--- src/rtl/noc_credit_link_pipeline.sv ---
// Multi-lane credit-based router-to-router link with per-lane outstanding-credit tracking.
// Optional per-lane flit/packet statistics are enabled by defining NOC_LINK_STATS_EN.
module noc_credit_link_pipeline #(
    parameter int unsigned NUM_LINKS         = 4,
    parameter int unsigned FLIT_WIDTH        = 64,
    parameter int unsigned DEST_WIDTH        = 6,
    parameter int unsigned NUM_PIPELINE      = 1,
    parameter int unsigned FLIT_BUFFER_DEPTH = 4,
    parameter int unsigned CNT_W             = $clog2(FLIT_BUFFER_DEPTH + 1)
) (
    input  logic                                  clk_noc,
    input  logic                                  rst_noc_sync,
    input  logic [NUM_LINKS-1:0][FLIT_WIDTH-1:0]  data_in,
    input  logic [NUM_LINKS-1:0][DEST_WIDTH-1:0]  dest_in,
    input  logic [NUM_LINKS-1:0]                  is_tail_in,
    input  logic [NUM_LINKS-1:0]                  send_in,
    output logic [NUM_LINKS-1:0]                  credit_out,
    output logic [NUM_LINKS-1:0][FLIT_WIDTH-1:0]  data_out,
    output logic [NUM_LINKS-1:0][DEST_WIDTH-1:0]  dest_out,
    output logic [NUM_LINKS-1:0]                  is_tail_out,
    output logic [NUM_LINKS-1:0]                  send_out,
    input  logic [NUM_LINKS-1:0]                  credit_in,
`ifdef NOC_LINK_STATS_EN
    input  logic                                  stats_clear,
    output logic [NUM_LINKS-1:0][31:0]            flit_count,
    output logic [NUM_LINKS-1:0][31:0]            pkt_count,
`endif
    output logic [NUM_LINKS-1:0][CNT_W-1:0]       outstanding,
    output logic [NUM_LINKS-1:0]                  err_overflow,
    output logic [NUM_LINKS-1:0]                  err_underflow
);

    localparam logic [CNT_W-1:0] MaxCnt = CNT_W'(FLIT_BUFFER_DEPTH);

    // ------------------------------------------------------------------
    // Forward and backward delay lines
    // ------------------------------------------------------------------
    if (NUM_PIPELINE == 0) begin : g_bypass
        assign data_out    = data_in;
        assign dest_out    = dest_in;
        assign is_tail_out = is_tail_in;
        assign send_out    = send_in;
        assign credit_out  = credit_in;
    end else begin : g_pipe
        logic [NUM_PIPELINE-1:0][NUM_LINKS-1:0][FLIT_WIDTH-1:0] data_q;
        logic [NUM_PIPELINE-1:0][NUM_LINKS-1:0][DEST_WIDTH-1:0] dest_q;
        logic [NUM_PIPELINE-1:0][NUM_LINKS-1:0]                 tail_q;
        logic [NUM_PIPELINE-1:0][NUM_LINKS-1:0]                 send_q;
        logic [NUM_PIPELINE-1:0][NUM_LINKS-1:0]                 credit_q;

        // Stage 0 captures the inputs; each later stage copies its predecessor.
        always_ff @(posedge clk_noc) begin
            if (rst_noc_sync) begin
                data_q   <= '0;
                dest_q   <= '0;
                tail_q   <= '0;
                send_q   <= '0;
                credit_q <= '0;
            end else begin
                data_q[0]   <= data_in;
                dest_q[0]   <= dest_in;
                tail_q[0]   <= is_tail_in;
                send_q[0]   <= send_in;
                credit_q[0] <= credit_in;
                for (int unsigned s = 1; s < NUM_PIPELINE; s++) begin
                    data_q[s]   <= data_q[s-1];
                    dest_q[s]   <= dest_q[s-1];
                    tail_q[s]   <= tail_q[s-1];
                    send_q[s]   <= send_q[s-1];
                    credit_q[s] <= credit_q[s-1];
                end
            end
        end

        assign data_out    = data_q[NUM_PIPELINE-1];
        assign dest_out    = dest_q[NUM_PIPELINE-1];
        assign is_tail_out = tail_q[NUM_PIPELINE-1];
        assign send_out    = send_q[NUM_PIPELINE-1];
        assign credit_out  = credit_q[NUM_PIPELINE-1];
    end

    // ------------------------------------------------------------------
    // Outstanding-credit counters and sticky protocol error flags
    // ------------------------------------------------------------------
    logic [NUM_LINKS-1:0][CNT_W-1:0] cnt_q, cnt_d;
    logic [NUM_LINKS-1:0]            ovf_q, ovf_d;
    logic [NUM_LINKS-1:0]            unf_q, unf_d;

    // Counted from the upstream side: a flit leaves on send_in, a credit arrives on credit_out.
    always_comb begin
        cnt_d = cnt_q;
        ovf_d = ovf_q;
        unf_d = unf_q;
        for (int unsigned l = 0; l < NUM_LINKS; l++) begin
            unique case ({send_in[l], credit_out[l]})
                2'b10: begin
                    if (cnt_q[l] == MaxCnt) begin
                        ovf_d[l] = 1'b1;
                    end else begin
                        cnt_d[l] = cnt_q[l] + CNT_W'(1);
                    end
                end
                2'b01: begin
                    if (cnt_q[l] == '0) begin
                        unf_d[l] = 1'b1;
                    end else begin
                        cnt_d[l] = cnt_q[l] - CNT_W'(1);
                    end
                end
                default: ;
            endcase
        end
    end

    always_ff @(posedge clk_noc) begin
        if (rst_noc_sync) begin
            cnt_q <= '0;
            ovf_q <= '0;
            unf_q <= '0;
        end else begin
            cnt_q <= cnt_d;
            ovf_q <= ovf_d;
            unf_q <= unf_d;
        end
    end

    assign outstanding   = cnt_q;
    assign err_overflow  = ovf_q;
    assign err_underflow = unf_q;

`ifdef NOC_LINK_STATS_EN
    // ------------------------------------------------------------------
    // Per-lane statistics, counted on the delayed (downstream) side
    // ------------------------------------------------------------------
    logic [NUM_LINKS-1:0][31:0] flit_cnt_q, flit_cnt_d;
    logic [NUM_LINKS-1:0][31:0] pkt_cnt_q, pkt_cnt_d;

    always_comb begin
        flit_cnt_d = flit_cnt_q;
        pkt_cnt_d  = pkt_cnt_q;
        for (int unsigned l = 0; l < NUM_LINKS; l++) begin
            if (stats_clear) begin
                flit_cnt_d[l] = '0;
                pkt_cnt_d[l]  = '0;
            end else begin
                if (send_out[l]) begin
                    flit_cnt_d[l] = flit_cnt_q[l] + 32'd1;
                end
                if (send_out[l] && is_tail_out[l]) begin
                    pkt_cnt_d[l] = pkt_cnt_q[l] + 32'd1;
                end
            end
        end
    end

    always_ff @(posedge clk_noc) begin
        if (rst_noc_sync) begin
            flit_cnt_q <= '0;
            pkt_cnt_q  <= '0;
        end else begin
            flit_cnt_q <= flit_cnt_d;
            pkt_cnt_q  <= pkt_cnt_d;
        end
    end

    assign flit_count = flit_cnt_q;
    assign pkt_count  = pkt_cnt_q;
`endif

endmodule

--- config.mk ---
export PLATFORM = sky130hd
export DESIGN_NAME = noc_credit_link_pipeline
export DESIGN_NICKNAME = d
export VERILOG_FILES = /design/src/rtl/noc_credit_link_pipeline.sv
export SDC_FILE = /design/constraint.sdc
export NUM_CORES = 1
export LEC_CHECK = 0
export ABC_AREA = 1
export CAP_MARGIN = 0
export CORE_AREA = 2 2 238 240
export DETAILED_ROUTE_END_ITERATION = 7
export DIE_AREA = 0 0 240 242
export HOLD_SLACK_MARGIN = 0.12
export MAX_ROUTING_LAYER = met4
export PLACE_DENSITY_LB_ADDON = 0.05
export SYNTH_ARGS = -nofsm -noshare
export SYNTH_HDL_FRONTEND = slang
export SYNTH_SLANG_ARGS = --single-unit
--- constraint.sdc ---
create_clock -name clk_noc -period 4.11 [get_ports clk_noc]
set_input_delay 1.0275 -clock clk_noc [delete_from_list [all_inputs] [get_ports clk_noc]]
set_output_delay 1.0275 -clock clk_noc [all_outputs]
set_load 0.01 [all_outputs]
==> impl_metrics.toml <==
[grt]
met3_usage = 0.0789
use_met1 = 0.135
met2_usage = 0.224
overflow = 0
grt-busiest-layer = "met2"
antenna_found_initial = 14
grt_usage = 0.135
grt_max_degree = 91
grt_pass1_wl_um = 54700
grt_pass1_vias = 7964

[pwr]
clock_power_share = 0.445
vdd_ir_drop_max_v = 0.000226
swShare = 0.231
p_int_mw = 5.90
powerDensity_mw_per_mm2 = 438
leakage_nw = 8.09
pwr-share-seq = 0.424
power_mw = 7.68
switchingPower_mw = 1.78
pwr-share-comb = 0.131

[placed_design]
dpl-instance-area_mm2 = 0.0162
dp.cells = 2403
routabilityCongestion = 0.797
place_ws_ns = 1.47
hpwl_um = 30900
numPortBuffers = 605

[clock_network]
clockRootBuffer = "clkbuf_16"
cts_sinks = 312
numCtsBuffers = 40
htreeDepth = 2
tritoncts = "done"
cts-hold-fix-buffers = 0
clk_pin_slew_ns = 0.06
clock_path_buffers = 3
post_cts_resized = 0
clkLatencyLatePin_ns = 0.54
post_cts_buffers = 0

[setup_path]
arrival_ns = 1.56
critPathMaxFanout = 5
critical_path.slowest_cell = "clkdlybuf4s50_1"
reg2reg_depth = 8
cpLargestDelayFamily = "buffers and inverters"
crit_chain = "clkdlybuf4s50_1"
r2r_end = "outstanding[5]$_SDFFE_PP0P_"
rrSetupSlack_ns = 2.60
critical_path.n_buffers_inverters = 1
worstPathRequired_ns = 3.08
r2r-start = "outstanding[3]$_SDFFE_PP0P_"
startpoint_type = "register"
crit_type = "reg2out"
end_kind = "output pin"
max_stage_delay_ns = 0.61

[routing]
avgViaCountPerCell = 3.26
drt_iter0_markers = 181
avgRoutedWirePerCell_um = 15.9
num_vias = 8095
final_antenna_net_count = 0
firstDrtPassIters = 6
wl_um = 39400
drc_errors = 0

[logic_synthesis]
synth_warnings = 0
synth_commonest_cells = "inv_1, nor2_1, dfxtp_1"
ys_seq_area_frac = 0.668
postSynthAreaPerCell_um2 = 8.74
synth-edff-count = 0
syn-num-nets = 1370
synthTopCellsByArea = "dfxtp_1, inv_1, nor2_1, buf_2, nand2_1"
synth-main-ff-cell = "dfxtp_1"
ys_ff_latch = 312
synth_top_area_cell = "dfxtp_1"
synth_top_area_frac = 0.668
mappedNetlistArea_mm2 = 0.00935
syn_inst = 1070
async_flop_share = 0
synthDistinctLibCells = 21

[floorplanning]
fp.dieH_um = 242
coreArea_mm2 = 0.0557
dieArea_mm2 = 0.0581
rows = 87
dieWidth_um = 240
ioPinCount = 606
start_util = 0.168

[final_layout]
syn_to_final_growth_pct = 87.7
drive_gt1_frac = 0.0502
nets = 1989
final_core_utilization = 0.315
fillCellCount = 5932
postLayoutCellArea_mm2 = 0.0175
final_cells = 2483

[sta]
holdWs_ns = 0.452
setup-violations-final = 0
fin_ws_ns = 1.52
worst_slew_margin_rel = 0.551
period_share = 0.630
maxSlewViolCount = 0
fin_crit_ns = 2.59
worst_pin_slew_ns = 0.673
finClkSkew_ns = 0.00527
max_freq_mhz = 386
rsz0062_at_grt = "false"
finalHoldViolCount = 0
fin_tns_setup_ns = 0

[outcome]
status = "complete, no violations"

[hold_path]
min_from = "err_overflow[2]$_SDFFE_PP0P_"
holdPathEnd = "err_overflow[2]$_SDFFE_PP0P_"
min_path_type = "reg2reg"
hold_depth = 2

[flow_run]
drv_cap = 0
==> layer usage <==
metal	vias up	share of wire
met2	360	0.47
met3	52	0.13
met1	3496	0.38
met4	0	0.020
li1	4187	-
met5	-	0
==> kinds of logic after synthesis <==
group           after synthesis  share of synthesized area
simple gates                370                      0.155
buf+inv                     362                      0.153
flops                       312                      0.668
compound gates               20                     0.0123
fa+ha+maj                     6                     0.0112
==> power groups by stage <==
stage          Clock (mW)  Combinational [mW]  Sequential (mW)
2_1_floorplan           0               0.230             3.40
6_report             3.42                1.01             3.25
3_5_place_dp            0                1.03             3.32
4_1_cts              3.59                1.03             3.26
5_1_grt              3.70                1.10             3.27
3_3_place_gp            0                1.03             3.32
==> worst max path at each step <==
stage / from / to / slack (ns) / cells past startpoint
after detailed placement: send_in[2] / outstanding[8]$_SDFFE_PP0P_ / 1.47 / 9
final: outstanding[8]$_SDFFE_PP0P_ / outstanding[8] / 1.52 / 1
after floorplan: send_in[2] / outstanding[8]$_SDFFE_PP0P_ / 2.01 / 8
after global routing: outstanding[0]$_SDFFE_PP0P_ / outstanding[0] / 1.38 / 1
after CTS: outstanding[4]$_SDFFE_PP0P_ / outstanding[4] / 1.44 / 1
after global placement: send_in[2] / outstanding[8]$_SDFFE_PP0P_ / 1.48 / 9
==> cell usage in the layout (no fill, tap or decap), types with 3 or more instances in the layout <==
| cell type | synthesis | routed |
|---|---|---|
| buf_4 | 0 | 4 |
| fa_1 | 4 | 4 |
| clkinv_1 | 3 | 3 |
| clkdlybuf4s50_1 | 0 | 604 |
| clkbuf_1 | 0 | 8 |
| inv_2 | 5 | 5 |
| a21oi_1 | 5 | 5 |
| nand2_1 | 31 | 31 |
| nand3_1 | 6 | 6 |
| clkinv_2 | 1 | 4 |
| inv_1 | 319 | 319 |
| dfxtp_1 | 312 | 312 |
| clkbuf_8 | 0 | 13 |
| a31oi_1 | 6 | 6 |
| nor2_1 | 319 | 319 |
| nand2_2 | 8 | 8 |
| o21ai_0 | 5 | 5 |
| diode_2 | 0 | 14 |
| clkbuf_16 | 0 | 41 |
| nor2_4 | 4 | 4 |
==> flip-flops by register name (all words and copies together), names as in the netlist <==
register and count:
is_tail_out 4, data_out 256, outstanding 12, credit_out 4
err_underflow 4, send_out 4, err_overflow 4, dest_out 24
==> cell type report <==
class,instances,area [µm²],area share
Tap cell,756,946,0.0539
Inverter,328,1230,0.0703
Timing Repair Buffer,611,6130,0.349
Antenna cell,14,35.0,0.00200
Sequential cell,312,6250,0.356
Clock buffer,62,1230,0.0704
Multi-Input combinational cell,396,1670,0.0954
Clock inverter,4,45.0,0.00257
Note: power is estimated with default switching activity, not from simulation.
